### src/rtl/ram_port_arbiter_pkg.sv
`default_nettype none
// ============================================================================
// Module   : ram_port_arbiter_pkg
// Purpose  : Shared memory-port definitions: address/data widths, the
//            conflict counter width and limit, and the arbiter state encoding.
// Ports    : none (package)
// Revision : 1.0 - initial release
// ============================================================================
package ram_port_arbiter_pkg;

    localparam int c_addr_w = 10;
    localparam int c_data_w = 32;
    localparam int c_cnt_w  = 16;

    localparam logic [c_cnt_w-1:0] c_cnt_max = {c_cnt_w{1'b1}};

    // The state records which port, if any, completed an access last cycle.
    typedef enum logic [1:0] {
        ST_IDLE   = 2'b00,
        ST_I_RESP = 2'b01,
        ST_D_RESP = 2'b10
    } arb_state_t;

endpackage
`default_nettype wire

### src/rtl/ram_port_grant.sv
`default_nettype none
// ============================================================================
// Module   : ram_port_grant
// Purpose  : Combinational grant decision for the shared RAM port.
//            The port that completed an access last cycle is excluded, which
//            turns the fixed data priority into alternation under contention.
// Ports    : state   in  arbiter state (who completed last cycle)
//            i_req   in  instruction-fetch request
//            d_req   in  data request
//            grant_i out fetch port granted this cycle
//            grant_d out data port granted this cycle
// Revision : 1.0 - initial release
// ============================================================================
module ram_port_grant
    import ram_port_arbiter_pkg::*;
(
    input  arb_state_t state,
    input  logic       i_req,
    input  logic       d_req,
    output logic       grant_i,
    output logic       grant_d
);

    always_comb begin
        grant_d = d_req && (state != ST_D_RESP);
        grant_i = i_req && !grant_d && (state != ST_I_RESP);
    end

endmodule
`default_nettype wire

### src/rtl/ram_port_arbiter.sv
`default_nettype none
// ============================================================================
// Module   : ram_port_arbiter
// Purpose  : Shares one single-port word RAM (built from two halfword RAMs)
//            between an instruction-fetch port and a data port. Data has
//            priority from idle; the two ports alternate under contention.
//            Read data is captured at the edge closing the grant cycle and
//            announced with a one-cycle valid pulse.
// Ports    : clk, rst_n          clock, asynchronous active-low reset
//            i_req/i_addr        fetch request and word address
//            i_rdata/i_valid     registered fetch data and completion pulse
//            d_req/d_we/d_hwe    data request, write flag, halfword enables
//            d_addr/d_wdata      data word address and write data
//            d_rdata/d_valid     registered read data and completion pulse
//            ram_addr/ram_d      shared RAM address and write data
//            ram_we              RAM write strobe
//            ram_sel_hi/_lo      upper/lower halfword RAM selects
//            ram_q               asynchronous RAM read data
//            conflict_cnt        saturating count of contended idle cycles
// Revision : 1.0 - initial release
// ============================================================================
module ram_port_arbiter
    import ram_port_arbiter_pkg::*;
(
    input  logic                clk,
    input  logic                rst_n,
    input  logic                i_req,
    input  logic [c_addr_w-1:0] i_addr,
    output logic [c_data_w-1:0] i_rdata,
    output logic                i_valid,
    input  logic                d_req,
    input  logic                d_we,
    input  logic [1:0]          d_hwe,
    input  logic [c_addr_w-1:0] d_addr,
    input  logic [c_data_w-1:0] d_wdata,
    output logic [c_data_w-1:0] d_rdata,
    output logic                d_valid,
    output logic [c_addr_w-1:0] ram_addr,
    output logic [c_data_w-1:0] ram_d,
    output logic                ram_we,
    output logic                ram_sel_hi,
    output logic                ram_sel_lo,
    input  logic [c_data_w-1:0] ram_q,
    output logic [c_cnt_w-1:0]  conflict_cnt
);

    arb_state_t r_state;
    logic       w_grant_i;
    logic       w_grant_d;
    logic       w_wr_grant;
    logic       w_conflict;

    ram_port_grant u_grant (
        .state   (r_state),
        .i_req   (i_req),
        .d_req   (d_req),
        .grant_i (w_grant_i),
        .grant_d (w_grant_d)
    );

    always_comb begin
        w_wr_grant = w_grant_d && d_we;
        w_conflict = (r_state == ST_IDLE) && i_req && d_req;

        // The fetch address is the default so the RAM keeps reading
        // something meaningful on idle cycles.
        ram_addr   = w_grant_d ? d_addr : i_addr;
        ram_d      = d_wdata;

        // A write with no halfword enabled is acknowledged but never strobes
        // the RAM; reset gates the strobe directly so an access cut short by
        // reset cannot corrupt memory.
        ram_we     = rst_n && w_wr_grant && (d_hwe != 2'b00);
        ram_sel_hi = w_wr_grant ? d_hwe[1] : 1'b1;
        ram_sel_lo = w_wr_grant ? d_hwe[0] : 1'b1;
    end

    // Read data is sampled from ram_q at the same edge that commits a write,
    // so a write returns the pre-write contents.
    always_ff @(posedge clk or negedge rst_n) begin
        if (!rst_n) begin
            r_state      <= ST_IDLE;
            i_valid      <= 1'b0;
            d_valid      <= 1'b0;
            i_rdata      <= '0;
            d_rdata      <= '0;
            conflict_cnt <= '0;
        end else begin
            if (w_grant_d) begin
                r_state <= ST_D_RESP;
            end else if (w_grant_i) begin
                r_state <= ST_I_RESP;
            end else begin
                r_state <= ST_IDLE;
            end

            i_valid <= w_grant_i;
            d_valid <= w_grant_d;

            if (w_grant_i) begin
                i_rdata <= ram_q;
            end
            if (w_grant_d) begin
                d_rdata <= ram_q;
            end

            if (w_conflict && (conflict_cnt != c_cnt_max)) begin
                conflict_cnt <= conflict_cnt + 1'b1;
            end
        end
    end

endmodule
`default_nettype wire

### config.mk
export PLATFORM = sky130hd
export DESIGN_NAME = ram_port_arbiter
export DESIGN_NICKNAME = d
export VERILOG_FILES = /design/src/rtl/ram_port_arbiter_pkg.sv /design/src/rtl/ram_port_grant.sv /design/src/rtl/ram_port_arbiter.sv
export SDC_FILE = /design/constraint.sdc
export NUM_CORES = 1
export LEC_CHECK = 0
export ABC_AREA = 1
export CORE_MARGIN = 1.5
export CORE_UTILIZATION = 42
export CTS_CLUSTER_SIZE = 8
export DETAILED_ROUTE_END_ITERATION = 12
export GPL_TIMING_DRIVEN = 0
export PLACE_DENSITY = 0.87
export SLEW_MARGIN = 20
export SYNTH_ARGS = -nofsm -noshare
export SYNTH_HDL_FRONTEND = slang
export SYNTH_SLANG_ARGS = --single-unit
### constraint.sdc
create_clock -name clk -period 4.4 [get_ports clk]
set_input_delay 0.44 -clock clk [delete_from_list [all_inputs] [get_ports clk]]
set_output_delay 0.44 -clock clk [all_outputs]
set_load 0.05 [all_outputs]
==> results of run 1 <==
==> logic make-up after synthesis <==
family,synth area share
simple gates,0.207
buf+inv,0.141
flops,0.534
compound gates,0.101
xor+xnor,0.0135
fa+ha+maj,0.00322
==> worst reg2reg max path, delay by kind of cell, from the launching register on <==
kind	cells	cell delay (ps)
flip-flops	1	470
AND/OR/NAND/NOR	6	670
buffers and inverters	2	300
adder cells (fa/ha/maj)	1	300
==> layout by cell type, fill, tap and decap left out, types with 2 or more instances in the layout <==
cell             count
buf_2                3
buf_4               34
buf_6                6
clkbuf_1             7
clkbuf_8             9
clkdlybuf4s50_1    184
clkinvlp_4           2
dfrtp_1             83
inv_1               48
inv_2                2
nand2_1            166
nand3_1              5
nand4_1              5
nor2_1              16
nor2_2               2
nor2_4               2
o21ai_0             53
o21ai_1             18
o21ai_2              2
or2_2                2
xnor2_1              3
xor2_1               3
==> worst max-delay path by stage <==
stage | depth (start not counted) | endpoint | slack [ps]
5_1_grt | 7 | ram_addr[7] | 1280
4_1_cts | 7 | ram_addr[7] | 1400
2_1_floorplan | 3 | ram_we | 2390
3_5_place_dp | 7 | ram_addr[7] | 1410
3_3_place_gp | 4 | ram_we | -970
6_report | 7 | ram_addr[7] | 1390
==> state kept, by name, summed over array words and instances, names as in the netlist <==
name	flops
d_rdata	32
i_rdata	32
conflict_cnt	16
d_valid	1
i_valid	1
r_state	1
==> metal layers <==
layer	up-vias	GRT usage
met4	0	0.0737
met2	171	0.399
met1	1768	0.257
met3	14	0.0907
li1	1795	-
met5	-	0
==> where the power goes <==
part | switching (mW) | internal, mW | leakage (nW)
registers | 0.108 | 0.888 | 1.03
logic | 0.785 | 0.399 | 1.74
clock network | 0.262 | 0.257 | 0.0844
total | 1.16 | 1.54 | 2.86
==> per-stage QoR <==
step           hold slack, ps  std cells  setup TNS, ps   util  worst slack [ps]
2_1_floorplan             144        465              0      -              2390
3_3_place_gp              466        758           -969  0.664              -969
3_5_place_dp              462        759              0  0.666              1410
4_1_cts                  89.5        773              0  0.687              1400
5_1_grt                   117        773              0  0.687              1280
6_report                 86.6        773              0  0.687              1390
==> final cells by class <==
type	instances	area, µm²
buffer	49	357
clock buffer	10	128
clock inverter	4	53.8
fill	699	2770
inverter	51	193
multi-input combinational	282	1260
sequential	83	2080
tap	108	135
timing repair buffer	186	1870
==> flow_metrics.tcl, run 1 <==
set metrics [dict create \
    start_util 0.439 \
    crit_family "buffers and inverters" \
    status "completed" \
    numPortBuffers 185 \
    synth_ff_type "dfrtp_1" \
    grt_pass1_wl_mm 17.9 \
    pwr_density_cell_nw_per_um2 444 \
    finalSetupViolations 0 \
    synth-seq-cells 83 \
    met3_length_mm 1.10 \
    yosys_warnings 0 \
    cp-end-kind "output port" \
    r2r-end "conflict_cnt[4]" \
    hold_viol 0 \
    p_leak_nw 2.86 \
    period_needed_ps 3010 \
    r2r_setup_slack_ps 2570 \
    routed_wl_mm 11.2 \
    syn_area_um2 3890 \
    arrival_ps 2570 \
    die_w_um 99.2 \
    rsz0062_at_grt "no" \
    ys_types 26 \
    ff2ff_path_depth 9 \
    place_area_um2 5890 \
    worst_path_max_delay_cell "clkdlybuf4s50_1" \
    drtIter0Drc 130 \
    finalPower_mw 2.70 \
    coreArea_um2 8850 \
    crit_type "in -> out" \
    synth_area_leaders "dfrtp_1 (53%), nand2_1 (16%), o21ai_0 (6.8%)" \
    slew_headroom 0.626 \
    drc 0 \
    fin_skew_ps 8.38 \
    viasPerCell 4.85 \
    syn2layout_area_growth_pct 56.2 \
    wl_per_cell_um 14.5 \
    synthCells 465 \
    fmax_mhz 333 \
    grt_pass1_vias 3835 \
    cts_buffers 9 \
    insertion_delay_ps 340 \
    synth-async-reset-ratio 1.00 \
    clk_path_buf_depth 2 \
    report.final.slew_viol_count 0 \
    clockRootBuffer "clkbuf_8" \
    dieArea_um2 9850 \
    vdd_drop_max_mv 0.274 \
    synth_nets 557 \
    required_ps 3960 \
    cts_setup_buffers 0 \
    drtAntennaViolNets 0 \
    hold_buffers 0 \
    grt_max_degree 45 \
    gp_congestion 0.891 \
    cts_tree "done" \
    start_kind "input pin" \
    design_area_um2 6070 \
    crit_path_max_fanout 10 \
    startpoint "d_req" \
    wl_met1_mm 4.38 \
    synth.top_cell.area_share 0.534 \
    worst_path_largest_cell_delay_ps 800 \
    dr_wl_met2_mm 5.60 \
    via_count 3748 \
    drive_gt1_frac 0.107 \
    dieHeight_um 99.2 \
    fin_nets 754 \
    highest_layer "met4" \
    crit_buf_inv 4 \
    htree_levels 3 \
    grt_antenna_before_repair 0 \
    ioPinCount 218 \
    max_slew.worst_pin.slew_ps 560 \
    max_cap_viol_count 0 \
    yosys-top-cells-count "nand2_1 (166), dfrtp_1 (83), o21ai_0 (53)" \
    overflow 0 \
    reg2reg_from "conflict_cnt[0]" \
    synth-edff-count 0 \
    firstDrtPassIters 4 \
    dp_hpwl_mm 8.64 \
    synth_most_common_cell "nand2_1" \
    cts.sinks 83 \
    yosys.area.top_type "dfrtp_1" \
    syn_area_per_cell_um2 8.36 \
    num_rows 34 \
    clkTransAtPathRegs_ps 70 \
    min_path_type "in -> async" \
    timing.final.crit_share 0.683 \
    path_cells "clkdlybuf4s50_1 -> inv_1 -> a21oi_4 -> buf_1 -> nand2_1 -> nand2_1 -> clkdlybuf4s50_1" \
    cts-resized-gates 0 \
    grt_usage 0.229 \
    diodes 0 \
    ys_seq_area_frac 0.534 \
]
Power figures use the tool's default switching activity.
==> inputs of run 2 (changes only) <==
--- a/config.mk
+++ b/config.mk
@@ -7,11 +7,11 @@
 export LEC_CHECK = 0
 export ABC_AREA = 1
 export CORE_MARGIN = 1.5
-export CORE_UTILIZATION = 42
+export CORE_UTILIZATION = 35
 export CTS_CLUSTER_SIZE = 8
 export DETAILED_ROUTE_END_ITERATION = 12
 export GPL_TIMING_DRIVEN = 0
-export PLACE_DENSITY = 0.87
+export PLACE_DENSITY = 0.77
 export SLEW_MARGIN = 20
 export SYNTH_ARGS = -nofsm -noshare
 export SYNTH_HDL_FRONTEND = slang
==> constraint.sdc (replaced) <==
create_clock -name clk -period 2.55 [get_ports clk]
set_input_delay 0.255 -clock clk [delete_from_list [all_inputs] [get_ports clk]]
set_output_delay 0.255 -clock clk [all_outputs]
set_load 0.05 [all_outputs]
==> flow_metrics.tcl, run 2 (same netlist as run 1, synthesis figures left out) <==
set metrics [dict create \
    status "completed" \
    start_kind "flop" \
    place_area_um2 5940 \
    numPortBuffers 185 \
    max_cap_viol_count 0 \
    clockRootBuffer "clkbuf_8" \
    firstDrtPassIters 4 \
    wl_per_cell_um 13.8 \
    multi_input_area_um2 1260 \
    overflow 0 \
    grt_max_degree 52 \
    drtAntennaViolNets 0 \
    max_slew.worst_pin.slew_ps 571 \
    fmax_mhz 427 \
    slew_headroom 0.618 \
    mostFrequentLayoutCell "clkdlybuf4s50_1" \
    start_util 0.359 \
    htree_levels 3 \
    vdd_drop_max_mv 0.462 \
    ioPinCount 218 \
    hold_viol 0 \
    dp_cells 791 \
    routed_wl_mm 11.2 \
    finalSetupViolations 0 \
    cts.sinks 83 \
    drc 0 \
    p_leak_nw 2.91 \
    cts_tree "done" \
    grt_pass1_wl_mm 17.5 \
    diodes 0 \
    gp_congestion 0.892 \
    via_count 3738 \
    num_rows 38 \
    finalPower_mw 4.68 \
    drive_gt1_frac 0.109 \
    min_path_type "in -> async" \
    cts_setup_buffers 0 \
    fin_nets 756 \
    fin_skew_ps 10.9 \
    design_area_um2 6160 \
    coreArea_um2 10800 \
    report.final.slew_viol_count 0 \
    layout_common_cells "clkdlybuf4s50_1 (174), nand2_1 (166), dfrtp_1 (83), o21ai_0 (53), inv_1 (48)" \
    fillers 997 \
    syn2layout_area_growth_pct 58.3 \
    seq_area_um2 2080 \
    grt_antenna_before_repair 0 \
    grt_pass1_vias 3621 \
    clk_path_buf_depth 2 \
    viasPerCell 4.62 \
    grt_usage 0.190 \
    dp_hpwl_mm 8.68 \
    timing.final.crit_share 0.918 \
    final_cells 809 \
    cts_buffers 9 \
    crit_type "reg -> out" \
    drtIter0Drc 134 \
    insertion_delay_ps 340 \
    rsz0062_at_grt "no" \
    arrival_ps 2090 \
    dieHeight_um 108 \
    clkTransAtPathRegs_ps 80 \
    dieArea_um2 11800 \
    crit_path_max_fanout 4 \
    cp-end-kind "output port" \
    required_ps 2300 \
    period_needed_ps 2340 \
    die_w_um 108 \
    pwr_density_cell_nw_per_um2 761 \
    top_regs "d_rdata (32), i_rdata (32), conflict_cnt (16)" \
]
-- run 2: cell count changes in the layout (fill, tap and decap cells not counted), sizes merged --
cell,change
inv,+1
clkbuf,+1
dlygate4sd3,+1
dlymetal6s2s,+1
clkdlybuf4s50,-10
dlygate4sd2,+9
buf,+1
-- run 2: metal layers --
layer,vias up,global-route usage,share of wire
li1,1798,-,-
met1,1736,0.233,0.40
met2,187,0.316,0.48
met3,17,0.0591,0.097
met4,0,0.0658,0.017
met5,-,0,0
-- run 2: what timing repair did --
item                       in CTS  in global routing
hold endpoints to repair       32                  0
resized for setup               9                  1
setup endpoints to repair       9                  1
hold buffers                    2                  0
-- run 2: where the power goes --
| group | leakage, nW | internal (mW) | switching [mW] |
|---|---|---|---|
| Sequential | 1.03 | 1.53 | 0.182 |
| Clock | 0.0901 | 0.459 | 0.478 |
| Combinational | 1.79 | 0.683 | 1.35 |
-- run 2: path summary, 6_finish.rpt --
kind,from,endpoint,slack [ps],cells after the start
worst min-delay path,rst_n,conflict_cnt[12],440,3
worst max register to register,conflict_cnt[0],conflict_cnt[13],740,9
min in group clk,ram_q[27],i_rdata[27],460,3
worst min register to register,d_rdata[25],d_rdata[25],490,2
max in group asynchronous,rst_n,d_rdata[20],1840,3
worst max-delay path,d_valid,ram_sel_hi,210,4
-- run 2: cell type report --
cell class | instances | area share
flip-flops and latches | 83 | 0.337
clock buffers | 11 | 0.0213
inverters | 51 | 0.0313
repair buffers | 188 | 0.308
plain buffers | 49 | 0.0579
multi-input cells | 282 | 0.205
well taps | 140 | 0.0285
clock inverters | 5 | 0.0102
-- run 2: per-stage QoR --
stage	util	hold slack, ps	setup WS, ps	TNS (ps)
6_report	0.568	438	208	0
5_1_grt	0.568	449	109	0
4_1_cts	0.568	440	24.1	0
3_5_place_dp	0.548	238	-4.72	-4.72
3_3_place_gp	0.546	464	-2540	-144120
2_1_floorplan	-	-40.6	726	0
-- run 2: critical path, cell delays in order (launching register included) --
cell and delay [ps]:
dfrtp_1 440, a21oi_4 220, nand2_1 100, or2_2 280
clkdlybuf4s50_1 710
==> inputs of run 3 (changes only) <==
--- a/config.mk
+++ b/config.mk
@@ -11,6 +11,7 @@
 export CTS_CLUSTER_SIZE = 8
 export DETAILED_ROUTE_END_ITERATION = 12
 export GPL_TIMING_DRIVEN = 0
+export MAX_ROUTING_LAYER = met4
 export PLACE_DENSITY = 0.77
 export SLEW_MARGIN = 20
 export SYNTH_ARGS = -nofsm -noshare
==> flow_metrics.tcl, run 3 (same netlist as run 1, synthesis figures left out) <==
set metrics [dict create \
    status "completed" \
    clkTransAtPathRegs_ps 80 \
    arrival_ps 2070 \
    pwr_density_cell_nw_per_um2 773 \
    fin_skew_ps 9.14 \
    routed_wl_mm 11.2 \
    cp-end-kind "output port" \
    gp_congestion 0.885 \
    place_area_um2 5940 \
    grt_antenna_before_repair 0 \
    drive_gt1_frac 0.111 \
    wl_per_cell_um 13.9 \
    cts_setup_buffers 0 \
    drc 0 \
    rsz0062_at_grt "no" \
    syn2layout_area_growth_pct 58.8 \
    start_kind "flop" \
    cts.sinks 83 \
    grt_usage 0.195 \
    crit_type "reg -> out" \
    ioPinCount 218 \
    start_util 0.359 \
    num_rows 38 \
    required_ps 2300 \
    fin_setup_tns_ps 0 \
    firstDrtPassIters 4 \
    numPortBuffers 185 \
    clockRootBuffer "clkbuf_8" \
    report.final.slew_viol_count 0 \
    mostFrequentLayoutCell "clkdlybuf4s50_1" \
    grt_max_degree 46 \
    die_w_um 108 \
    timing.final.crit_share 0.913 \
    p_sw_frac 0.421 \
    min_path_type "in -> async" \
    crit_path_max_fanout 4 \
    top_regs "d_rdata (32), i_rdata (32), conflict_cnt (16)" \
    dieHeight_um 108 \
    drtIter0Drc 146 \
    drtAntennaViolNets 0 \
    fmax_mhz 429 \
    htree_levels 3 \
    grt_pass1_vias 3594 \
    diodes 0 \
    max_cap_viol_count 0 \
    internal-power_mw 2.76 \
    overflow 0 \
    final_cells 808 \
    max_slew.worst_pin.slew_ps 574 \
    hold_viol 0 \
    via_count 3742 \
    grt_pass1_wl_mm 17.3 \
    finalSetupViolations 0 \
    clkPwrFrac 0.214 \
    fin_nets 756 \
    dp_hpwl_mm 8.51 \
    p_leak_nw 2.92 \
    viasPerCell 4.63 \
    insertion_delay_ps 350 \
    fillers 962 \
    seqPwrFrac 0.360 \
    clk_path_buf_depth 2 \
    dp_cells 791 \
    layout_common_cells "clkdlybuf4s50_1 (174), nand2_1 (166), dfrtp_1 (83), o21ai_0 (53), inv_1 (48)" \
    dieArea_um2 11800 \
    coreArea_um2 10800 \
    cts_buffers 9 \
    pwr-share-comb 0.426 \
    p_sw_mw 2.01 \
    cts_tree "done" \
    design_area_um2 6170 \
    period_needed_ps 2330 \
    slew_headroom 0.616 \
    vdd_drop_max_mv 0.506 \
]
-- run 3: what timing repair did --
item / 4_1_cts / 5_1_grt
resized for setup: 9 / 1
setup endpoints to repair: 9 / 1
endpoints found under the hold margin: 38 / 0
hold buffers: 2 / 0
-- run 3: metal layers --
layer | global-route usage | vias to the layer above | part of all wire
met4 | 0.0630 | 0 | 0.013
met3 | 0.0711 | 12 | 0.090
li1 | - | 1799 | -
met2 | 0.299 | 184 | 0.48
met1 | 0.237 | 1747 | 0.42
met5 | - | - | 0
-- run 3: power by group through the flow --
stage / Clock [mW] / Combinational (mW) / Sequential [mW]
after floorplan: 0 / 0.522 / 2.47
after global placement: 0 / 2.02 / 1.73
after detailed placement: 0 / 2.05 / 1.74
after CTS: 1.06 / 2.05 / 1.72
after global routing: 1.12 / 2.15 / 1.75
final: 1.02 / 2.03 / 1.72
-- run 3: critical path, cell delays in order (launching register included) --
cell and delay (ps):
dfrtp_1 430, a21oi_4 210, nand2_1 100, or2_2 280, clkdlybuf4s50_1 710
-- run 3: final cells by class --
cell class	count	area (µm²)	share of cell area
multi-input cells	282	1260	0.204
well taps	140	175	0.0284
inverters	51	193	0.0312
clock inverters	6	88.8	0.0144
clock buffers	9	124	0.0201
flip-flops and latches	83	2080	0.336
plain buffers	49	357	0.0578
repair buffers	188	1900	0.307
-- run 3: path summary, 6_finish.rpt --
check / from / endpoint / slack (ps) / cells after the start
max: d_valid / ram_sel_lo / 220 / 4
min: rst_n / conflict_cnt[8] / 450 / 3
max reg2reg: conflict_cnt[0] / conflict_cnt[13] / 690 / 9
min reg2reg: d_rdata[2] / d_rdata[2] / 490 / 2
max in group asynchronous: rst_n / i_rdata[26] / 1870 / 3
min in group clk: ram_q[22] / i_rdata[22] / 470 / 3
-- run 3: through the flow --
stage	setup slack, ps	hold slack (ps)	total power, mW	utilization
4_1_cts	16.0	440	4.83	0.569
6_report	221	454	4.77	0.570
3_3_place_gp	-2500	465	3.75	0.546
5_1_grt	78.6	452	5.01	0.570
2_1_floorplan	726	-40.6	3.00	-
3_5_place_dp	-29.1	269	3.79	0.548
